--- src/rtl/tmds_frame_gen.sv ---
// TMDS source: video timing, DVI 8b/10b encoding, control tokens,
// video preamble and guard bands; one 30-bit symbol word per pixel clock.
module tmds_frame_gen #(
    parameter int   H_ACTIVE = 640,
    parameter int   H_FP     = 16,
    parameter int   H_SYNC   = 96,
    parameter int   H_BP     = 48,
    parameter int   V_ACTIVE = 480,
    parameter int   V_FP     = 10,
    parameter int   V_SYNC   = 2,
    parameter int   V_BP     = 33,
    parameter logic HS_POL   = 1'b0,
    parameter logic VS_POL   = 1'b0
) (
    input  logic        clk,
    input  logic        rst,
    input  logic        enable,
    output logic        pix_req,
    input  logic [23:0] pix_rgb,
    output logic [29:0] data,
    output logic        valid,
    output logic        hsync_o,
    output logic        vsync_o,
    output logic        frame_start
);
    localparam int H_TOT = H_ACTIVE + H_FP + H_SYNC + H_BP;
    localparam int V_TOT = V_ACTIVE + V_FP + V_SYNC + V_BP;
    localparam int HW    = $clog2(H_TOT);
    localparam int VW    = $clog2(V_TOT);

    localparam logic [HW-1:0] H_LAST = HW'(H_TOT - 1);
    localparam logic [HW-1:0] H_ACT  = HW'(H_ACTIVE);
    localparam logic [HW-1:0] H_SS   = HW'(H_ACTIVE + H_FP);
    localparam logic [HW-1:0] H_SE   = HW'(H_ACTIVE + H_FP + H_SYNC);
    localparam logic [HW-1:0] H_PRE  = HW'(H_TOT - 10);
    localparam logic [HW-1:0] H_GRD  = HW'(H_TOT - 2);
    localparam logic [VW-1:0] V_LAST = VW'(V_TOT - 1);
    localparam logic [VW-1:0] V_ACT  = VW'(V_ACTIVE);
    localparam logic [VW-1:0] V_AM1  = VW'(V_ACTIVE - 1);
    localparam logic [VW-1:0] V_SS   = VW'(V_ACTIVE + V_FP);
    localparam logic [VW-1:0] V_SE   = VW'(V_ACTIVE + V_FP + V_SYNC);

    localparam logic [9:0] CTL0  = 10'h354;
    localparam logic [9:0] CTL1  = 10'h0AB;
    localparam logic [9:0] CTL2  = 10'h154;
    localparam logic [9:0] CTL3  = 10'h2AB;
    localparam logic [9:0] GB_RB = 10'h2CC;
    localparam logic [9:0] GB_G  = 10'h133;

    typedef enum logic {S_IDLE, S_RUN} state_t;
    typedef enum logic [2:0] {P_IDLE, P_CTRL, P_PRE, P_GUARD, P_VIDEO} per_t;

    function automatic logic [3:0] f_pop8(input logic [7:0] b);
        logic [3:0] n;
        n = '0;
        for (int i = 0; i < 8; i++) n = n + {3'b000, b[i]};
        return n;
    endfunction

    function automatic logic [8:0] f_qm(input logic [7:0] d);
        logic [3:0] n1;
        logic       xnr;
        logic [8:0] q;
        n1   = f_pop8(d);
        xnr  = (n1 > 4'd4) || (n1 == 4'd4 && !d[0]);
        q    = '0;
        q[0] = d[0];
        for (int i = 1; i < 8; i++)
            q[i] = xnr ? ~(q[i-1] ^ d[i]) : (q[i-1] ^ d[i]);
        q[8] = ~xnr;
        return q;
    endfunction

    // Returns {next disparity, symbol}; d is N1-N0 of q_m[7:0], always even.
    function automatic logic [14:0] f_enc(input logic [8:0] qm,
                                          input logic [3:0] n1,
                                          input logic signed [4:0] cnt);
        logic signed [4:0] d;
        logic signed [4:0] c;
        logic [9:0]        s;
        d = $signed({n1, 1'b0} - 5'd8);
        if (cnt == 5'sd0 || d == 5'sd0) begin
            s = {~qm[8], qm[8], qm[8] ? qm[7:0] : ~qm[7:0]};
            c = qm[8] ? cnt + d : cnt - d;
        end else if ((cnt > 5'sd0 && d > 5'sd0) || (cnt < 5'sd0 && d < 5'sd0)) begin
            s = {1'b1, qm[8], ~qm[7:0]};
            c = cnt - d + (qm[8] ? 5'sd2 : 5'sd0);
        end else begin
            s = {1'b0, qm[8], qm[7:0]};
            c = cnt + d - (qm[8] ? 5'sd0 : 5'sd2);
        end
        return {c, s};
    endfunction

    function automatic logic [9:0] f_ctl(input logic vs, input logic hs);
        logic [9:0] t;
        unique case ({vs, hs})
            2'b00:   t = CTL0;
            2'b01:   t = CTL1;
            2'b10:   t = CTL2;
            default: t = CTL3;
        endcase
        return t;
    endfunction

    state_t          r_state, w_state_nx;
    logic [HW-1:0]   r_hcnt, w_hcnt_nx;
    logic [VW-1:0]   r_vcnt, w_vcnt_nx;
    logic            w_run, w_hlast, w_vlast, w_nxt_act;
    logic            w_vid, w_pre, w_grd, w_hs, w_vs;
    per_t            w_per;

    per_t            r1_per, r2_per, r3_per;
    logic            r1_hs, r2_hs, r3_hs, r1_vs, r2_vs, r3_vs;
    logic            r1_val, r2_val, r3_val, r1_fs, r2_fs, r3_fs;
    logic [23:0]     r1_rgb;
    logic [8:0]      r2_qm [3];
    logic [8:0]      r3_qm [3];
    logic [3:0]      r3_n1 [3];
    logic signed [4:0] r_cnt [3];
    logic [14:0]     w_enc [3];
    logic [29:0]     w_data;

    assign w_run     = (r_state == S_RUN);
    assign w_hlast   = (r_hcnt == H_LAST);
    assign w_vlast   = (r_vcnt == V_LAST);
    assign w_nxt_act = (r_vcnt < V_AM1) || w_vlast;
    assign w_vid     = (r_hcnt < H_ACT) && (r_vcnt < V_ACT);
    assign w_pre     = w_nxt_act && (r_hcnt >= H_PRE) && (r_hcnt < H_GRD);
    assign w_grd     = w_nxt_act && (r_hcnt >= H_GRD);
    assign w_hs      = (w_run && r_hcnt >= H_SS && r_hcnt < H_SE) ? HS_POL : ~HS_POL;
    assign w_vs      = (w_run && r_vcnt >= V_SS && r_vcnt < V_SE) ? VS_POL : ~VS_POL;
    assign pix_req   = w_run && w_vid;

    always_ff @(posedge clk) begin
        if (rst) begin
            r_state <= S_IDLE;
            r_hcnt  <= '0;
            r_vcnt  <= V_ACT;
        end else begin
            r_state <= w_state_nx;
            r_hcnt  <= w_hcnt_nx;
            r_vcnt  <= w_vcnt_nx;
        end
    end

    // Leaving RUN parks the counters at the start of V_FP for the next entry.
    always_comb begin
        w_state_nx = r_state;
        w_hcnt_nx  = r_hcnt;
        w_vcnt_nx  = r_vcnt;
        unique case (r_state)
            S_IDLE: if (enable) w_state_nx = S_RUN;
            S_RUN: begin
                if (!w_hlast) begin
                    w_hcnt_nx = r_hcnt + 1'b1;
                end else begin
                    w_hcnt_nx = '0;
                    if (!w_vlast) begin
                        w_vcnt_nx = r_vcnt + 1'b1;
                    end else if (enable) begin
                        w_vcnt_nx = '0;
                    end else begin
                        w_state_nx = S_IDLE;
                        w_vcnt_nx  = V_ACT;
                    end
                end
            end
            default: w_state_nx = S_IDLE;
        endcase
    end

    always_comb begin
        w_per = P_CTRL;
        unique case (1'b1)
            !w_run:          w_per = P_IDLE;
            w_run && w_vid:  w_per = P_VIDEO;
            w_run && w_pre:  w_per = P_PRE;
            w_run && w_grd:  w_per = P_GUARD;
            default: ;
        endcase
    end

    always_ff @(posedge clk) begin
        if (rst) begin
            r1_per <= P_IDLE;  r2_per <= P_IDLE;  r3_per <= P_IDLE;
            r1_hs  <= ~HS_POL; r2_hs  <= ~HS_POL; r3_hs  <= ~HS_POL;
            r1_vs  <= ~VS_POL; r2_vs  <= ~VS_POL; r3_vs  <= ~VS_POL;
            r1_val <= 1'b0;    r2_val <= 1'b0;    r3_val <= 1'b0;
            r1_fs  <= 1'b0;    r2_fs  <= 1'b0;    r3_fs  <= 1'b0;
            r1_rgb <= '0;
            for (int c = 0; c < 3; c++) begin
                r2_qm[c] <= '0;
                r3_qm[c] <= '0;
                r3_n1[c] <= '0;
            end
        end else begin
            r1_per <= w_per;  r2_per <= r1_per; r3_per <= r2_per;
            r1_hs  <= w_hs;   r2_hs  <= r1_hs;  r3_hs  <= r2_hs;
            r1_vs  <= w_vs;   r2_vs  <= r1_vs;  r3_vs  <= r2_vs;
            r1_val <= w_run;  r2_val <= r1_val; r3_val <= r2_val;
            r1_fs  <= w_run && r_hcnt == '0 && r_vcnt == '0;
            r2_fs  <= r1_fs;  r3_fs  <= r2_fs;
            r1_rgb <= pix_req ? pix_rgb : '0;
            for (int c = 0; c < 3; c++) begin
                r2_qm[c] <= f_qm(r1_rgb[c*8 +: 8]);
                r3_qm[c] <= r2_qm[c];
                r3_n1[c] <= f_pop8(r2_qm[c][7:0]);
            end
        end
    end

    always_comb begin
        w_data = {3{CTL0}};
        for (int c = 0; c < 3; c++)
            w_enc[c] = f_enc(r3_qm[c], r3_n1[c], r_cnt[c]);
        unique case (r3_per)
            P_CTRL:  w_data = {CTL0, CTL0, f_ctl(r3_vs, r3_hs)};
            P_PRE:   w_data = {CTL0, CTL1, f_ctl(r3_vs, r3_hs)};
            P_GUARD: w_data = {GB_RB, GB_G, GB_RB};
            P_VIDEO: w_data = {w_enc[2][9:0], w_enc[1][9:0], w_enc[0][9:0]};
            default: ;
        endcase
    end

    always_ff @(posedge clk) begin
        if (rst) begin
            data        <= {3{CTL0}};
            valid       <= 1'b0;
            hsync_o     <= ~HS_POL;
            vsync_o     <= ~VS_POL;
            frame_start <= 1'b0;
            for (int c = 0; c < 3; c++) r_cnt[c] <= 5'sd0;
        end else begin
            data        <= w_data;
            valid       <= r3_val;
            hsync_o     <= r3_hs;
            vsync_o     <= r3_vs;
            frame_start <= r3_fs;
            for (int c = 0; c < 3; c++)
                r_cnt[c] <= (r3_per == P_VIDEO) ? $signed(w_enc[c][14:10]) : 5'sd0;
        end
    end
endmodule

--- config.mk ---
export PLATFORM = sky130hd
export DESIGN_NAME = tmds_frame_gen
export DESIGN_NICKNAME = d
export VERILOG_FILES = /design/src/rtl/tmds_frame_gen.sv
export SDC_FILE = /design/constraint.sdc
export NUM_CORES = 1
export LEC_CHECK = 0
export BUFFER_PORTS_ARGS = -buffer_cell sky130_fd_sc_hd__buf_2
export CAP_MARGIN = 20
export CORE_UTILIZATION = 53
export CTS_CLUSTER_DIAMETER = 120
export DETAILED_ROUTE_END_ITERATION = 16
export GPL_TIMING_DRIVEN = 0
export PLACE_DENSITY = 0.73
export SYNTH_ARGS = -nofsm -noshare
export SYNTH_HDL_FRONTEND = slang
export SYNTH_SLANG_ARGS = --single-unit
--- constraint.sdc ---
create_clock -name clk -period 3.24 [get_ports clk]
set_input_delay 0.162 -clock clk [delete_from_list [all_inputs] [get_ports clk]]
set_output_delay 0.162 -clock clk [all_outputs]
set_load 0.01 [all_outputs]
Word level (Yosys, flattened, before mapping)
Memories as Yosys holds them, arrays and structs flattened.
Index checks and enable logic that the tools add are counted.
{"block": "word_totals", "reg_bits": 100, "ram_bits": 81, "inputBits": 27, "output_inout_bits": 35, "mem_count": 4}
{"block": "classes", "add_sub_neg": 59, "magnitude_cmp": 25, "eq_ne": 11, "n_mux": 75, "bitwise": 65, "n_reduce_logical": 47}
{"name": "r2_qm", "words": 3, "width": 9, "rd": 3, "rd_clocked_by_memory_dff": 0, "wr": 3, "line": "117", "text": "logic [8:0] r2_qm [3];"}
{"name": "r3_qm", "words": 3, "width": 9, "rd": 3, "rd_clocked_by_memory_dff": 0, "wr": 3, "line": "118", "text": "logic [8:0] r3_qm [3];"}
{"name": "r_cnt", "words": 3, "width": 5, "rd": 3, "rd_clocked_by_memory_dff": 0, "wr": 3, "line": "120", "text": "logic signed [4:0] r_cnt [3];"}
{"name": "r3_n1", "words": 3, "width": 4, "rd": 3, "rd_clocked_by_memory_dff": 0, "wr": 3, "line": "119", "text": "logic [3:0] r3_n1 [3];"}
{"operator": "30-bit case mux with 4 select lines", "n": 1}
{"operator": "4-bit by 1-bit adder with 4-bit output", "n": 24}
{"operator": "10-bit two-way mux", "n": 8}
{"operator": "5-bit two-way mux", "n": 15}
{"operator": "9-bit two-way mux", "n": 7}
{"operator": "10-bit greater-or-equal comparator (second input constant)", "n": 3}
{"operator": "5-bit by 1-bit > comparator with 1-bit output (second input constant)", "n": 6}
{"operator": "5-bit zero test", "n": 6}
{"operator": "10-bit < comparator (second input constant)", "n": 3}
{"operator": "10-bit by 9-bit < comparator with 1-bit output (second input constant)", "n": 3}
{"operator": "5-bit by 1-bit < comparator with 1-bit output (second input constant)", "n": 6}
{"operator": "10-bit case mux with 3 select lines", "n": 1}
{"operator": "1-bit two-way mux", "n": 29}
{"operator": "1-bit NOT", "n": 29}
{"operator": "3-bit by 1-bit adder with 4-bit output", "n": 6}
{"operator": "8-bit two-way mux", "n": 3}
{"operator": "8-bit NOT", "n": 3}
{"operator": "1-bit logical AND", "n": 22}
{"operator": "1-bit XOR", "n": 21}
{"operator": "10-bit by 1-bit adder with 10-bit output (second input constant)", "n": 2}
{"operator": "10-bit equality test (second input constant)", "n": 2}
{"operator": "10-bit zero test", "n": 2}
{"operator": "2-bit by 1-bit adder with 3-bit output", "n": 6}
{"operator": "5-bit by 3-bit adder with 5-bit output", "n": 3}
{"operator": "other kinds (23)", "n": 71}

Longest topological paths before layout
{"block": "logic_depth", "word_depth": 30, "mapped_depth": 12}

Worst setup path after synthesis
No wires, ideal clock.
{"block": "synth_timing", "path_type": "register to register", "startpoint": "register r1_rgb[0]", "endpoint": "memory r2_qm[0][5]", "setup_time_ns": 0.128, "arrival_time_ns": 3.345, "t_required_ns": 3.112, "path_slack_ns": -0.233, "stages_incl_launch_ff": 13, "period_less_slack_ns": 3.473, "path_cell_list": "dfxtp_1 inv_1 fa_1 fa_1 fa_1 inv_1 ha_1 fa_1 nor3b_1 o22ai_1 xor2_1 xor2_1 nor2_1"}
{"element": "start, declared", "line": "116", "text": "logic [23:0] r1_rgb;"}
{"element": "start signal, assigned", "line": "204", "text": "r1_rgb <= pix_req ? pix_rgb : '0;"}
{"element": "end, declared", "line": "117"}

==> results.md <==
- Status: finished with violations
- Failing checks: negative setup slack
- Clock Pin Slew Worst Setup and Hold Paths: around 0.07 ns
- Slowest stage cell on the critical path: fa_2
- Worst setup EP type: flip-flop
- Crit path max-delay family: adder cells
- Ranking of synthesized cells by area: dfxtp_1 39%, ha_1 9.0%, fa_1 6.6%, xnor2_1 5.8%, inv_1 4.1%
- Initial core utilization: 54.6%
- PortBufs: slightly above 60
- Average size of a mapped cell: 9.58 µm²
- Tmin final: 3.51 ns
- Fin. Hold Viols: 0
- Least-Margin Pin Slew: 0.696 ns
- Total gr overflow: 0
- WP data required: 3.55 ns
- Nets: 1,209
- Net Switching: 0.000989 W
- Power Density: 390 mW/mm²
- Area of the multi-input gates: 0.00514 mm²
- Synth-to-Final Area Change: 20.4%
- CTS buffer count: 17
- Layout cell share with drive strength beyond 1: 18.7%
- Clock sinks: 178
- Final number of max-transition violations: 0
- Io pins: 62
- ANT nets after route: 0
- Die area: 0.0177 mm²
- Switching Fraction: 23.2%
- Final WL: ~19 mm
- Maxcap violations: 0
- RSZ-0062 raised after global routing: yes
- CTS root buf: clkbuf_16
- CP arrival: 3.82 ns
- Count of cell types in the netlist: 66
- Final Wtd Congestion: 0.883
- Comb pwr share: 3.5%
- Reg2reg end: r2_qm[0][14]
- Leak: 4.62 nW
- Internal: between 0.003 and 0.004 W
- Die width: ~130 µm
- Bufs and invs on worst path: 3
- Most used cell, CP: fa_1
- CP Max Fanout: 3
- Predominant post-synthesis flop cell: dfxtp_1
- Initial antenna violation count: 0
- Setup Slack @ Placement: -0.331 ns
- Area leader, netlist: dfxtp_1
- Worst Reg-to-Reg Cells: 12
- Largest net degree at the start of global routing: 18
- Setup WS post-layout: -0.272 ns
- Register area share after synthesis: 39.2%
- Seq pwr share: 51.6%
- Slew headroom: 53.6%
- CTS tree: built
- Share of flip-flops with an asynchronous set or reset: 0%
- EDFF count, synth: 0
- CP Cell Sequence: inv_2 -> fa_1 -> fa_1 -> fa_1 -> inv_2 -> ha_4 -> fa_2 -> nor3b_4 -> o22ai_4 -> buf_6 -> xor2_1 -> nor2_1
- Vias: approximately 6,700
- Setup violators final: 14
- DRC Markers: 0
- Critical path launch point type: flip-flop
- Worst Skew: slightly above 0.007 ns
- Yosys warns: 0
- Routed WL per cell: 14.5 µm
- Synthesized area: 0.00908 mm²
- Min-Delay Endpoint: r_state
- Clk_lat worst skew: 0.43 ns
- DP Wirelength: 13.4 mm
- Storage cell area: ~0.0036 mm²
- HP Start: enable
- Clock share of power: roughly 45%
- Die Ht: 133 µm
- Worst IR drop on VDD: between 0.3 and 0.4 mV
- Yosys reg bits: 178
- Fmax: 285 MHz
- Area of the core: 0.0166 mm²
- Drt pass-1 iters: 5
- Fillers: approximately 1,300
- RR Startpoint: r1_rgb[11]
- Cell Rows: 47
- Crit Path Category: reg -> reg
- Syn Inst Count: 948
- Synth top area share: 39.2%
- Final core utilization: 65.7%
- Total power: 0.00427 W
- Hold Path Depth: 3
- Final Non-Filler Cells: 1,320
- Placed cells: around 1,200
- Ant diodes: 0
- H-tree depth: 4
- Critical path's largest stage delay: 0.55 ns
- Worst min-delay path category: in -> reg
- Final clock period utilization by the worst path: 108%
- Number of vias per cell: roughly 5
- Setup slack, reg-to-reg: -0.27 ns
- Vias in the first global route: 6,459
- All-layer global routing usage: 22.6%
- Post-Syn Nets: between 1,000 and 1,500
- First-pass GRT wire length: 31.4 mm
- CTS Buffer Depth: 2
- Starting DRT DRC Count: 432
[power groups by stage]
| stage | clock (W) | sequential [W] | combinational [W] |
|---|---|---|---|
| 2_1_floorplan | 0 | 0.00225 | 0.0000799 |
| 3_3_place_gp | 0 | 0.00225 | 0.000123 |
| 3_5_place_dp | 0 | 0.00225 | 0.000123 |
| 4_1_cts | 0.00195 | 0.00220 | 0.000146 |
| 5_1_grt | 0.00204 | 0.00220 | 0.000163 |
| 6_report | 0.00192 | 0.00220 | 0.000148 |
[how the worst max path moves through the flow]
stage | startpoint | to | cells after the start
4_1_cts | r1_rgb[0] | r2_qm[0][5] | 12
2_1_floorplan | r1_rgb[0] | r2_qm[0][5] | 12
5_1_grt | r1_rgb[1] | r2_qm[0][7] | 12
6_report | r1_rgb[11] | r2_qm[0][14] | 12
3_5_place_dp | r1_rgb[16] | r2_qm[0][25] | 12
3_3_place_gp | r1_rgb[8] | r2_qm[0][16] | 12
[cell usage after synthesis (11+ instances only)]
cell	instances
a211oi_1	12
xor2_1	20
and2_1	27
a21oi_1	33
dfxtp_1	178
mux2i_1	14
fa_1	30
inv_1	99
ha_1	65
clkbuf_1	20
nor3b_1	11
nor2b_1	45
o21ai_0	36
nand3_1	14
xnor2_1	60
nor2_1	91
nand2_1	27
nand2b_1	11
[final cells by class]
class	instances	share of cell area [%]
clock buffer	19	3.96
tap	220	2.52
timing repair buffer	120	7.59
inverter	99	3.40
clock inverter	13	1.10
multi-input combinational	632	47.0
sequential	178	32.7
buffer	39	1.78
[cell usage in the layout (no fill, tap or decap), types with 9 or more instances in the layout]
master and instances:
xor2_1 17, nand2_1 27, and2_1 27, clkbuf_1 22, dfxtp_1 170, mux2i_1 14
ha_1 62, a211oi_1 12, buf_6 10, nand2b_1 11, a21oi_1 33, fa_1 27
xnor2_2 9, nor2_1 89, buf_2 70, nor3_1 10, nand3_1 14, clkbuf_16 17
dlygate4sd3_1 24, inv_2 9, inv_1 90, o21ai_0 36, nor2b_1 45, buf_4 31
xnor2_1 53
[tightest hold or removal path: stages]
cell	delay, ns
buf_2	0.14
a21oi_1	0.05
nor2_1	0.07
[cells by family (layout without fill, tap and decap cells)]
kind of cell / Yosys count / in the layout / synth area share [%]
multiplexers: 19 / 19 / 2.53
AND/OR/NAND/NOR: 292 / 292 / 17.5
AO/OA/AOI/OAI: 139 / 139 / 9.67
XOR/XNOR: 87 / 87 / 9.27
adder cells (fa/ha/maj): 95 / 95 / 15.6
flip-flops: 178 / 178 / 39.2
buffers and inverters: 138 / 290 / 6.24
[stage by stage]
step / hold slack, ns / instance area, µm² / setup TNS, ns
floorplan: 0.279 / 9130 / -0.328
global placement: 0.364 / 9710 / -1.84
detailed placement: 0.363 / 9710 / -2.29
CTS: 0.00610 / 10800 / -1.86
global route: 0.0191 / 10900 / -4.08
finish: 0.0223 / 10900 / -2.68
[per-layer routing]
layer | part of all wire [%] | routed length (µm) | track usage, %
met5 | 0 | 0 | 0
met4 | 2.5 | 483 | 8.30
met3 | 4.1 | 788 | 4.83
met2 | 47 | 9040 | 37.1
met1 | 46 | 8830 | 29.2
[state kept, by name (all words and copies together), names as in the netlist, 3 cells and up]
| signal | count |
|---|---|
| r_cnt | 12 |
| r1_rgb | 24 |
| data | 30 |
| r1_per | 3 |
| r3_qm | 27 |
| r_vcnt | 10 |
| r3_per | 3 |
| r2_per | 3 |
| r2_qm | 27 |
| r_hcnt | 10 |
| r3_n1 | 12 |
[timing repair]
item | 4_1_cts | 5_1_grt
setup buffers | 35 | 5
hold buffers | 24 | 0
hold endpoints to repair | 24 | 0
gates resized for setup | 16 | 27
endpoints found under the setup margin | 14 | 16
pin swaps | 13 | 18
No activity file was read; power rests on OpenSTA's default activity.
